==> src/rtl/vctrl_pipe.sv <==
// vctrl_pipe: control-word pipeline with a vector beat sequencer.
//
// Carries the decoded control word from D through NSTAGE registered stages
// (stage 0 = E, stage NSTAGE-1 = W). A vector op is split into BEATS = VLEN/LANES
// beats. Decode is held, with ready_d low, until the last beat issues. Stall and
// flush insert a bubble into E. Kill discards the D instruction and aborts any beat
// sequence that is in progress.
//
// Optional feature macro: VCTRL_PERF_EN adds the issued-beat and bubble counters.
// When the macro is undefined both counter outputs are tied to zero.
//
// Ports:
//   clk          in   rising-edge clock
//   reset        in   asynchronous reset, active low
//   ctrl_d       in   decoded control word of the instruction in D
//   valid_d      in   D holds a real instruction
//   vec_d        in   D instruction is a multi-beat vector op
//   stall_i      in   hazard stall: nothing issues, bubble into E
//   flush_e      in   bubble into E this cycle
//   kill_d       in   discard the D instruction and abort the beat sequence
//   ready_d      out  D instruction fully consumed this cycle (combinational)
//   ctrl_s       out  stage control words, stage k at [k*CW +: CW]
//   valid_s      out  stage valid bits, bit k = stage k
//   beat_e       out  beat index of the op in E (0 for a scalar op)
//   last_e       out  E holds the final beat (1 for a scalar op)
//   busy         out  sequencer is in the middle of a vector op
//   perf_beats   out  count of issued beats
//   perf_bubbles out  count of cycles where a valid D instruction was held back
module vctrl_pipe #(
   parameter int unsigned CW     = 16,
   parameter int unsigned NSTAGE = 3,
   parameter int unsigned VLEN   = 16,
   parameter int unsigned LANES  = 4,
   localparam int unsigned BEATS = VLEN / LANES,
   localparam int unsigned BW    = (BEATS > 1) ? $clog2(BEATS) : 1
) (
   input  logic                 clk,
   input  logic                 reset,
   input  logic [CW-1:0]        ctrl_d,
   input  logic                 valid_d,
   input  logic                 vec_d,
   input  logic                 stall_i,
   input  logic                 flush_e,
   input  logic                 kill_d,
   output logic                 ready_d,
   output logic [NSTAGE*CW-1:0] ctrl_s,
   output logic [NSTAGE-1:0]    valid_s,
   output logic [BW-1:0]        beat_e,
   output logic                 last_e,
   output logic                 busy,
   output logic [31:0]          perf_beats,
   output logic [31:0]          perf_bubbles
);

   // Elaboration-time configuration checks
   if ((VLEN % LANES) != 0) begin : gBadLanes
      $error("vctrl_pipe: VLEN must be a multiple of LANES");
   end
   if (NSTAGE < 1) begin : gBadStages
      $error("vctrl_pipe: NSTAGE must be at least 1");
   end

   localparam logic [BW-1:0] LastBeat = BW'(BEATS - 1);

   typedef enum logic {
      StIdle,
      StSeq
   } state_t;

   state_t               stateQ, stateD;
   logic [BW-1:0]        cntQ, cntD;
   logic                 issue;
   logic                 readyComb;

   // Next contents of E
   logic                 eValidD;
   logic [CW-1:0]        eCtrlD;
   logic [BW-1:0]        eBeatD;
   logic                 eLastD;

   logic [NSTAGE*CW-1:0] ctrlQ;
   logic [NSTAGE-1:0]    validQ;
   logic [BW-1:0]        beatQ;
   logic                 lastQ;

   assign issue = valid_d & ~stall_i & ~flush_e & ~kill_d;

   always_comb begin
      stateD    = stateQ;
      cntD      = cntQ;
      eValidD   = 1'b0;
      eCtrlD    = '0;
      eBeatD    = '0;
      eLastD    = 1'b0;
      readyComb = 1'b0;
      if (kill_d) begin
         // Kill wins over stall/flush; E gets a bubble and decode drops D
         stateD    = StIdle;
         cntD      = '0;
         readyComb = 1'b1;
      end else if (issue) begin
         eValidD = 1'b1;
         eCtrlD  = ctrl_d;
         case (stateQ)
            StIdle: begin
               if (!vec_d || (BEATS == 1)) begin
                  eLastD    = 1'b1;
                  readyComb = 1'b1;
               end else begin
                  cntD   = BW'(1);
                  stateD = StSeq;
               end
            end
            StSeq: begin
               eBeatD = cntQ;
               if (cntQ == LastBeat) begin
                  eLastD    = 1'b1;
                  readyComb = 1'b1;
                  cntD      = '0;
                  stateD    = StIdle;
               end else begin
                  cntD = cntQ + BW'(1);
               end
            end
            default: begin
               stateD = StIdle;
               cntD   = '0;
            end
         endcase
      end
      // Stall or flush without kill: bubble, count held so the beat reissues later
   end

   always_ff @(posedge clk or negedge reset) begin
      if (!reset) begin
         stateQ <= StIdle;
         cntQ   <= '0;
         ctrlQ  <= '0;
         validQ <= '0;
         beatQ  <= '0;
         lastQ  <= 1'b0;
      end else begin
         stateQ       <= stateD;
         cntQ         <= cntD;
         ctrlQ[CW-1:0] <= eCtrlD;
         validQ[0]    <= eValidD;
         beatQ        <= eBeatD;
         lastQ        <= eLastD;
         // Downstream stages are never stalled
         for (int k = 1; k < NSTAGE; k++) begin
            ctrlQ[k*CW +: CW] <= ctrlQ[(k-1)*CW +: CW];
            validQ[k]         <= validQ[k-1];
         end
      end
   end

   // Held low during reset so decode never advances on a half-reset pipeline
   assign ready_d = readyComb & reset;
   assign ctrl_s  = ctrlQ;
   assign valid_s = validQ;
   assign beat_e  = beatQ;
   assign last_e  = lastQ;
   assign busy    = (stateQ == StSeq);

`ifdef VCTRL_PERF_EN
   logic [31:0] perfBeatsQ, perfBubblesQ;

   always_ff @(posedge clk or negedge reset) begin
      if (!reset) begin
         perfBeatsQ   <= '0;
         perfBubblesQ <= '0;
      end else begin
         if (issue) begin
            perfBeatsQ <= perfBeatsQ + 32'd1;
         end
         // A bubble here means a real instruction was held back, not discarded
         if (valid_d && !issue && !kill_d) begin
            perfBubblesQ <= perfBubblesQ + 32'd1;
         end
      end
   end

   assign perf_beats   = perfBeatsQ;
   assign perf_bubbles = perfBubblesQ;
`else
   assign perf_beats   = '0;
   assign perf_bubbles = '0;
`endif

endmodule

==> config.mk <==
export PLATFORM = sky130hd
export DESIGN_NAME = vctrl_pipe
export DESIGN_NICKNAME = d
export VERILOG_FILES = /design/src/rtl/vctrl_pipe.sv
export SDC_FILE = /design/constraint.sdc
export NUM_CORES = 1
export LEC_CHECK = 0
export BUFFER_PORTS_ARGS = -buffer_cell sky130_fd_sc_hd__buf_2
export CAP_MARGIN = 20
export CORE_MARGIN = 2
export CORE_UTILIZATION = 46
export CTS_BUF_LIST = sky130_fd_sc_hd__clkbuf_4 sky130_fd_sc_hd__clkbuf_8
export CTS_CLUSTER_DIAMETER = 100
export DETAILED_ROUTE_END_ITERATION = 16
export GPL_TIMING_DRIVEN = 0
export MAX_ROUTING_LAYER = met4
export PLACE_DENSITY = 0.86
export SLEW_MARGIN = 20
export SYNTH_ARGS = -nofsm -noshare
export SYNTH_HDL_FRONTEND = slang
export SYNTH_SLANG_ARGS = --single-unit
==> constraint.sdc <==
create_clock -name clk -period 2.58 [get_ports clk]
set_input_delay 0.387 -clock clk [delete_from_list [all_inputs] [get_ports clk]]
set_output_delay 0.387 -clock clk [all_outputs]
set_load 0.02 [all_outputs]
# [Yosys cells after proc, flatten, opt, wreduce, memory -nomap -nowiden]
# Cells that the tools add are included.
[totals] inputBits=23 out_inout_bits=120 memories=0 latch_bits=0 ramBits=0 rom_bits=0 register_bits=57
[op_classes] bitwise=8 n_mux=23 reduce_logical=2 n_lt_le_gt_ge=0 n_div=0 n_addsub=1 n_mul=0 shifts=0 n_eq_ne=2
[ops] operator="$mux W16" count=2
[ops] operator="$mux W2" count=7
[ops] operator="$mux W1" count=11
[ops] operator="$and A1 B1 Y1" count=4
[ops] operator="$not A1 Y1" count=4
[ops] operator="$pmux W1 S2" count=2
[ops] operator="$pmux W2 S2" count=1
[ops] operator="$ne A3 B3 Y1 const B" count=1
[ops] operator="$add A2 B1 Y2 const B" count=1
[ops] operator="$eq A2 B2 Y1 const B" count=1
[ops] operator="$reduce_and A2 Y1" count=1
[ops] operator="$reduce_bool A2 Y1" count=1

# [Longest topological paths before layout]
# Gate-level depths: netlist of the first run.
[depth] depth_word=7 ltp_mapped=4 depth_no_buf=4

# [Worst setup path after synthesis of the first run]
# Ideal clock, no wire load.
[synth_timing] kind="input -> output" from="in stall_i" to="out ready_d" setup_slack_ps=948 required_ps=2193 path_buffers=1 path_stages=4 arrival_ps=1245 cell_sequence="nor3b_4 buf_6 nand3_1 a21boi_1"
[synth_via] elab_chain_cells=7
[synth_lines] item="start, declared" line_no="42" source="input logic stall_i,"
[synth_lines] item="$not A1 Y1" line_no="86" source="assign issue = valid_d & ~stall_i & ~flush_e & ~kill_d;"
[synth_lines] item="$and A1 B1 Y1 (3 in series)" line_no="86"
[synth_lines] item="$mux W1" line_no="101" source="end else if (issue) begin"
[synth_lines] item="$mux W1" line_no="96" source="if (kill_d) begin"
[synth_lines] item="$and A1 B1 Y1" line_no="158" source="assign ready_d = readyComb & reset;"
[synth_lines] item="end, declared" line_no="45" source="output logic ready_d,"
# Every way passes these cells.

# [Final worst setup path of the first run]
[layout_timing] from="reg cntQ[0]" to="out ready_d"
[layout_via] elab_chain_cells=6
[layout_lines] item="start, declared" line_no="71" source="logic [BW-1:0] cntQ, cntD;"
[layout_lines] item="start signal, assigned" line_no="144" source="cntQ <= cntD;"
[layout_lines] item="$eq A2 B2 Y1" line_no="116" source="if (cntQ == LastBeat) begin"
[layout_lines] item="$mux W1" line_no="116"
[layout_lines] item="$pmux W1 S2" line_no="104" source="case (stateQ)"
[layout_lines] item="$mux W1" line_no="101"
[layout_lines] item="$mux W1" line_no="96"
[layout_lines] item="$and A1 B1 Y1" line_no="158"
# Every way passes these cells.

==> results of run 1 <==
flip-flops by register name, summed over array words and instances (netlist names):
register and count:
beat_e 2, cntQ 2, last_e 1, busy 1, ctrl_s 48, valid_s 3
cells by family after synthesis:
logic type,Yosys count
buffers and inverters,69
flip-flops,57
other,1
adder cells (fa/ha/maj),1
AO/OA/AOI/OAI,7
AND/OR/NAND/NOR,27
layer usage:
| metal | track usage | up-vias | share of wire |
|---|---|---|---|
| met1 | 0.158 | 622 | 0.34 |
| met5 | - | - | 0 |
| met3 | 0.0635 | 13 | 0.058 |
| met4 | 0.0885 | 0 | 0.034 |
| li1 | - | 701 | - |
| met2 | 0.271 | 57 | 0.57 |
layout make-up:
cell class,instances,area (um^2)
fill,356,1540
sequential,57,1430
buffer,68,505
multi-input combinational,99,487
timing repair buffer,78,393
clock buffer,10,138
clock inverter,6,105
tap,54,67.6
inverter,1,3.75
power groups by stage:
stage / sequential (mW) / combinational, mW / clock (mW)
after global placement: 0.930 / 0.244 / 0
after global routing: 0.916 / 0.271 / 1.05
after CTS: 0.915 / 0.248 / 1.00
after detailed placement: 0.931 / 0.247 / 0
after floorplan: 0.949 / 0.174 / 0
final: 0.915 / 0.251 / 0.987
stage by stage:
step	hold slack (ns)	power, mW	cells
2_1_floorplan	0.0914	1.12	225
3_3_place_gp	0.352	1.17	357
3_5_place_dp	0.354	1.18	357
4_1_cts	0.129	2.16	373
5_1_grt	0.166	2.24	373
6_report	0.108	2.15	373
worst paths after layout:
kind,from,to,cells past startpoint
setup / recovery,cntQ[0]$_DFFE_PN0P_,ready_d,5
hold / removal,reset,ctrl_s[35]$_DFF_PN0_,1
setup reg to reg,busy$_DFFE_PN0P_,cntQ[0]$_DFFE_PN0P_,4
hold reg to reg,ctrl_s[9]$_DFF_PN0_,ctrl_s[25]$_DFF_PN0_,0
max in group asynchronous,reset,cntQ[0]$_DFFE_PN0P_,1
min in group clk,kill_d,busy$_DFFE_PN0P_,2
cells in the final DEF (no fill, tap or decap), types with 2 or more instances in the layout:
| cell | netlist | final |
|---|---|---|
| clkinv_2 | 0 | 3 |
| dfrtp_1 | 57 | 57 |
| clkbuf_8 | 0 | 10 |
| buf_4 | 64 | 65 |
| nand2b_1 | 3 | 3 |
| and3_2 | 7 | 7 |
| and3_1 | 11 | 11 |
| buf_2 | 0 | 77 |
| clkbuf_2 | 2 | 2 |
| bufinv_16 | 0 | 3 |
| a311oi_1 | 2 | 2 |
| conb_1 | 1 | 64 |
| a21oi_1 | 3 | 3 |
==> key figures, run 1 <==
Run status
  • Outcome: finished, final reports clean

Timing
  • Post-route setup slack: 0.767 ns
  • Fmax achieved: 0.552 GHz
  • Final Cycle Share: 0.703
  • Time the worst path needs with I/O delays and setup: roughly 1.8 ns
  • Endpoints failing setup: 0
  • Setup TNS: 0 ns
  • Relative slew slack: 0.544
  • Hold Fails Final Rpt: 0
  • Slew Limit Fails: 0
  • RSZ-0062 raised after global routing: no
  • Worst-margin pin slew: ~0.68 ns
  • Final setup skew: around 0.0077 ns

CTS
  • Num CTS Buffers: 9
  • Clk slew on worst S/H paths: ~0.07 ns
  • Post-CTS Setup Bufs: 0
  • Resized cells post-CTS: 0
  • H-tree depth: 3
  • Clock sinks: 57
  • Clock Tree Root: clkbuf_8
  • Clock tree buffer depth: 2
  • Clock Latency Late Sink: ~0.32 ns
  • TritonCTS clock tree: built
  • Hold-fix buffer count after cts: 0

Setup path
  • Worst path arrival time: 1.43 ns
  • CP max FO: 4
  • Largest stage delay on the critical path: around 0.41 ns
  • Slowest cell on crit path: dfrtp_1
  • Startpoint types: flop
  • Cell chain of the critical path: ha_1, nand2b_1, nand3_1, a21boi_1, buf_2
  • Cell family contributing the most delay on the critical path: flip-flops
  • Critical Path RT: 2.19 ns
  • CP bufs+invs: 1
  • Worst setup EP type: primary output
  • R2R setup slack: roughly 1.4 ns
  • CP Class: reg2out

Cells and area
  • Share of layout cells above drive strength 1: 0.533
  • Final instance area: between 0.003 and 0.004 mm^2
  • Area Overhead vs Synth: 43.0%
  • # nets final: 338
  • N_diodes: 0
  • Core Util, Final: 0.671

Floorplanning
  • DIE HEIGHT: 72.9 um
  • Total die area: 0.00532 mm^2
  • FP Rows: 25
  • Core Area: ~0.0047 mm^2
  • Initial Util: 0.469
  • I/O pin cnt: about 140
  • Die width: ~73 um

Place
  • Hpwl dp: 3.01 mm
  • Port Buffers: 78
  • DP Worst Slack: approximately 0.8 ns
  • Dpl cell area: ~0.0029 mm^2
  • GPL Wtd Cong: ~0.79

Min path
  • Worst hold path type: in2async

Power and ir drop
  • Switch share: 0.225
  • Clock power share: 0.458
  • LEAKAGE: between 2 and 2.5 nW
  • Maximum vdd drop: approximately 0.39 mV
  • Gate power share: 0.117
  • Sequential Power Share: 0.425
  • PwrDens: approximately 690 mW/mm^2
  • Net Sw Power: ~480 uW
  • Int Pwr: approximately 1.7 mW

Drt
  • Final ANT Viol Nets: 0
  • Routed wire length: slightly below 4 mm
  • DRT Pass-1 Iters: 3
  • Via/cell ratio: 3.73
  • Via Count: about 1400
  • Number of DRC markers in iteration 0: 61
  • DR WL/cell: 10.7 um
  • DRC: 0

Global routing
  • Initial antenna violation count: 0
  • Congestion Overflow GR: 0
  • First-pass GRT wire length: between 5 and 6 mm
  • Gr usage total: 0.161
  • Largest net degree at the start of global routing: a little under 60
  • Vias in the first global route: 1267

Synthesis
  • Avg Inst Size Synth: roughly 13 um^2
  • FF+latch count, synth: 57
  • Post-synth top area cell: dfrtp_1
  • Synth Area in Compound Gates: 0.0229
  • YS warnings: 0
  • Top_reg_cell synth: dfrtp_1
  • Count leader, synth: buf_4
  • Multiplexer share of the synthesized area: 0
  • Synth Instances: approximately 160
  • Post-synthesis xor/xnor area fraction: 0
  • Ranking of synthesized cells by area: dfrtp_1 (65%), buf_4 (22%), and3_1 (3.1%)
  • Combinational family with the most area after synthesis: buffers and inverters
  • Register area share after synthesis: 0.653
  • Post-synth cell types: 21
  • Post-Synth Adder-Cell Area: 0.00572
  • Post-synth ARST share: 1.00
  • Commonest cells in the netlist: buf_4 (64), dfrtp_1 (57), and3_1 (11)
  • Area share of the largest cell type after synthesis: 0.653
  • Post-Syn Area: about 0.0022 mm^2
  • Number of flops mapped to enable cells by yosys: 0
  • Post-synthesis simple-gate area fraction: 0.0841

Flow run
  • Max_cap viols: 0
Note: power is estimated with default switching activity, not from simulation.
==> run 2: changes to the inputs <==
CORE_UTILIZATION = 43   (was 46)
PLACE_DENSITY = 0.82   (was 0.86)
clock period = 1.9 ns   (was 2.58 ns; I/O delays follow)
==> key figures, run 2 (synthesized netlist as in run 1, its figures left out) <==
Run status
  • Outcome: finished, final reports clean

CTS
  • Clock tree buffer depth: 2 (unchanged)
  • Hold-fix buffer count after cts: 0 (unchanged)
  • TritonCTS clock tree: built
  • Resized cells post-CTS: 0 (unchanged)
  • H-tree depth: 3 (unchanged)
  • Clock sinks: 57 (unchanged)
  • Post-CTS Setup Bufs: 0 (unchanged)
  • Clock Latency Late Sink: 0.32 ns (about the same)
  • Clock Tree Root: clkbuf_8
  • Num CTS Buffers: 9 (unchanged)
  • Clk slew on worst S/H paths: 0.06 ns (about the same)

Timing
  • Relative slew slack: 0.545 (+0.00111)
  • Endpoints failing setup: 0 (unchanged)
  • RSZ-0062 raised after global routing: no
  • Final setup skew: 0.00756 ns (-0.000189 ns)
  • Fmax achieved: 0.574 GHz
  • Final Cycle Share: 0.916
  • Slew Limit Fails: 0 (unchanged)
  • Hold Fails Final Rpt: 0 (unchanged)
  • Worst-margin pin slew: 0.682 ns (-0.00167 ns)
  • Time the worst path needs with I/O delays and setup: about 1.7 ns

Flow run
  • Max_cap viols: 0 (unchanged)

Setup path
  • Critical Path End: ready_d
  • Worst r2r src: busy$_DFFE_PN0P_
  • R2R setup slack: 0.70 ns (-0.66 ns)
  • CP Class: reg2out
  • CP max FO: 4 (unchanged)
  • Cell chain of the critical path: ha_1, nand2b_1, nand3_1, a21boi_1, buf_2
  • Worst path arrival time: 1.46 ns (+0.03 ns)
  • Worst setup EP type: primary output
  • Critical Path RT: 1.62 ns (-0.57 ns)
  • RR Endpoint: cntQ[0]$_DFFE_PN0P_
  • FF-to-FF path depth: 4 (unchanged)
  • Startpoint types: flop
  • Slowest cell on crit path: dfrtp_1
  • Largest stage delay on the critical path: 0.39 ns (-0.02 ns)
  • Beginning of the critical path: cntQ[0]$_DFFE_PN0P_

Floorplanning
  • Total die area: 0.00567 mm^2 (+6.6%)
  • I/O pin cnt: 143 (unchanged)
  • Die width: 75.3 um (+3.2%)
  • FP Rows: 25 (unchanged)
  • Initial Util: 0.454 (-0.0152)
  • Core Area: 0.00482 mm^2 (+3.4%)
  • DIE HEIGHT: 75.3 um (+3.2%)

Place
  • Port Buffers: 78 (unchanged)
  • Hpwl dp: 3.23 mm (+7.3%)
  • Dpl cell area: 0.00290 mm^2 (+0.56%)
  • GPL Wtd Cong: 0.727 (-7.7%)
  • # placed instances: 370 (+3.6%)

Power and ir drop
  • Maximum vdd drop: 0.571 mV (+45%)
  • Int Pwr: 2.22 mW (+33%)
  • Power, Total: 2.87 mW (+33%)
  • Sequential Power Share: 0.433 (+0.008)
  • PwrDens: 916 mW/mm^2 (+33%)
  • Clock power share: 0.448 (-0.010)
  • LEAKAGE: 2.03 nW (-0.34%)
  • Gate power share: 0.119 (+0.002)
  • Net Sw Power: 650 uW (+34%)
  • Switch share: 0.227 (+0.00121)

Cells and area
  • Multi-input gate area: 487 um^2 (unchanged)
  • Storage cell area: 0.00143 mm^2 (unchanged)
  • Area Overhead vs Synth: 43.3%
  • Max reg flops: 48 (unchanged)
  • Commonest non-fill, non-tap cells in the layout: buf_2 (77), buf_4 (65), conb_1 (64)
  • Layout Cells excl Fill: 385 (+3.2%)
  • Share of layout cells above drive strength 1: 0.531 (-0.00147)
  • Fillers: 394 (+11%)
  • N_diodes: 0 (unchanged)
  • # nets final: 338 (unchanged)
  • Core Util, Final: 0.650 (-0.0205)
  • Commonest non-fill, non-tap cell in the layout: buf_2
  • Final instance area: 0.00313 mm^2 (+0.20%)

Drt
  • Routed wire length: 4.15 mm (+4.4%)
  • DRC: 0 (unchanged)
  • Final ANT Viol Nets: 0 (unchanged)
  • Via Count: 1409 (+1.1%)
  • Via/cell ratio: 3.66 (-2.0%)
  • DRT Pass-1 Iters: 3 (unchanged)
  • Number of DRC markers in iteration 0: 55 (-9.8%)
  • DR WL/cell: 10.8 um (+1.1%)

Global routing
  • First-pass GRT wire length: 5.75 mm (-3.9%)
  • Initial antenna violation count: 0 (unchanged)
  • Largest net degree at the start of global routing: 59 (unchanged)
  • Congestion Overflow GR: 0 (unchanged)
  • Gr usage total: 0.150 (-0.0113)
  • Vias in the first global route: 1216 (-4.0%)

Min path
  • Worst hold path type: in2async
-- run 2: cell types whose count changed in the layout (fill, tap and decap cells not counted) --
cell,change
bufinv_16,-1
clkinv_2,-3
clkbuf_4,+1
clkbuf_8,+2
-- run 2: worst min-delay path by stage --
stage | to | slack [ns] | cells past startpoint
floorplan | beat_e[0]$_DFF_PN0_ | -0.01 | 0
global placement | ctrl_s[37]$_DFF_PN0_ | 0.35 | 0
detailed placement | ctrl_s[37]$_DFF_PN0_ | 0.36 | 0
CTS | beat_e[1]$_DFF_PN0_ | 0.03 | 1
global route | ctrl_s[20]$_DFF_PN0_ | 0.06 | 1
finish | beat_e[1]$_DFF_PN0_ | 0.007 | 1
-- run 2: stage by stage --
stage	worst slack, ns	hold WS (ns)	setup TNS [ns]
6_report	0.159	0.00723	0
5_1_grt	0.0667	0.0570	0
4_1_cts	0.142	0.0259	0
3_5_place_dp	0.300	0.355	0
3_3_place_gp	-0.102	0.353	-0.102
2_1_floorplan	0.426	-0.0106	0
-- run 2: power groups by stage --
stage / clock network, mW / registers (mW) / logic, mW
floorplan: 0 / 1.29 / 0.236
CTS: 1.32 / 1.24 / 0.338
finish: 1.28 / 1.24 / 0.342
detailed placement: 0 / 1.26 / 0.337
global route: 1.37 / 1.24 / 0.371
global placement: 0 / 1.26 / 0.334
-- run 2: critical path, delay by kind of cell, from the launching register on --
family | cells | cell delay, ns
AOI/OAI and AO/OA | 1 | 0.16
DFF | 1 | 0.39
buffers and inverters | 1 | 0.19
adders and majority gates | 1 | 0.19
and+or+nand+nor | 2 | 0.21
-- run 2: final cells by class --
cell class	instances	area share
buffer	68	0.161
clock buffer	13	0.0551
clock inverter	2	0.0192
inverter	1	0.00120
multi-input combinational	99	0.155
sequential	57	0.455
tap	67	0.0268
timing repair buffer	78	0.125
-- run 2: per-layer routing --
layer	vias to the layer above	GRT usage	part of all wire	routed length (um)
li1	698	-	-	-
met1	645	0.150	0.34	1410
met2	59	0.255	0.58	2400
met3	7	0.0503	0.065	271
met4	0	0.0819	0.018	74
met5	-	-	0	0
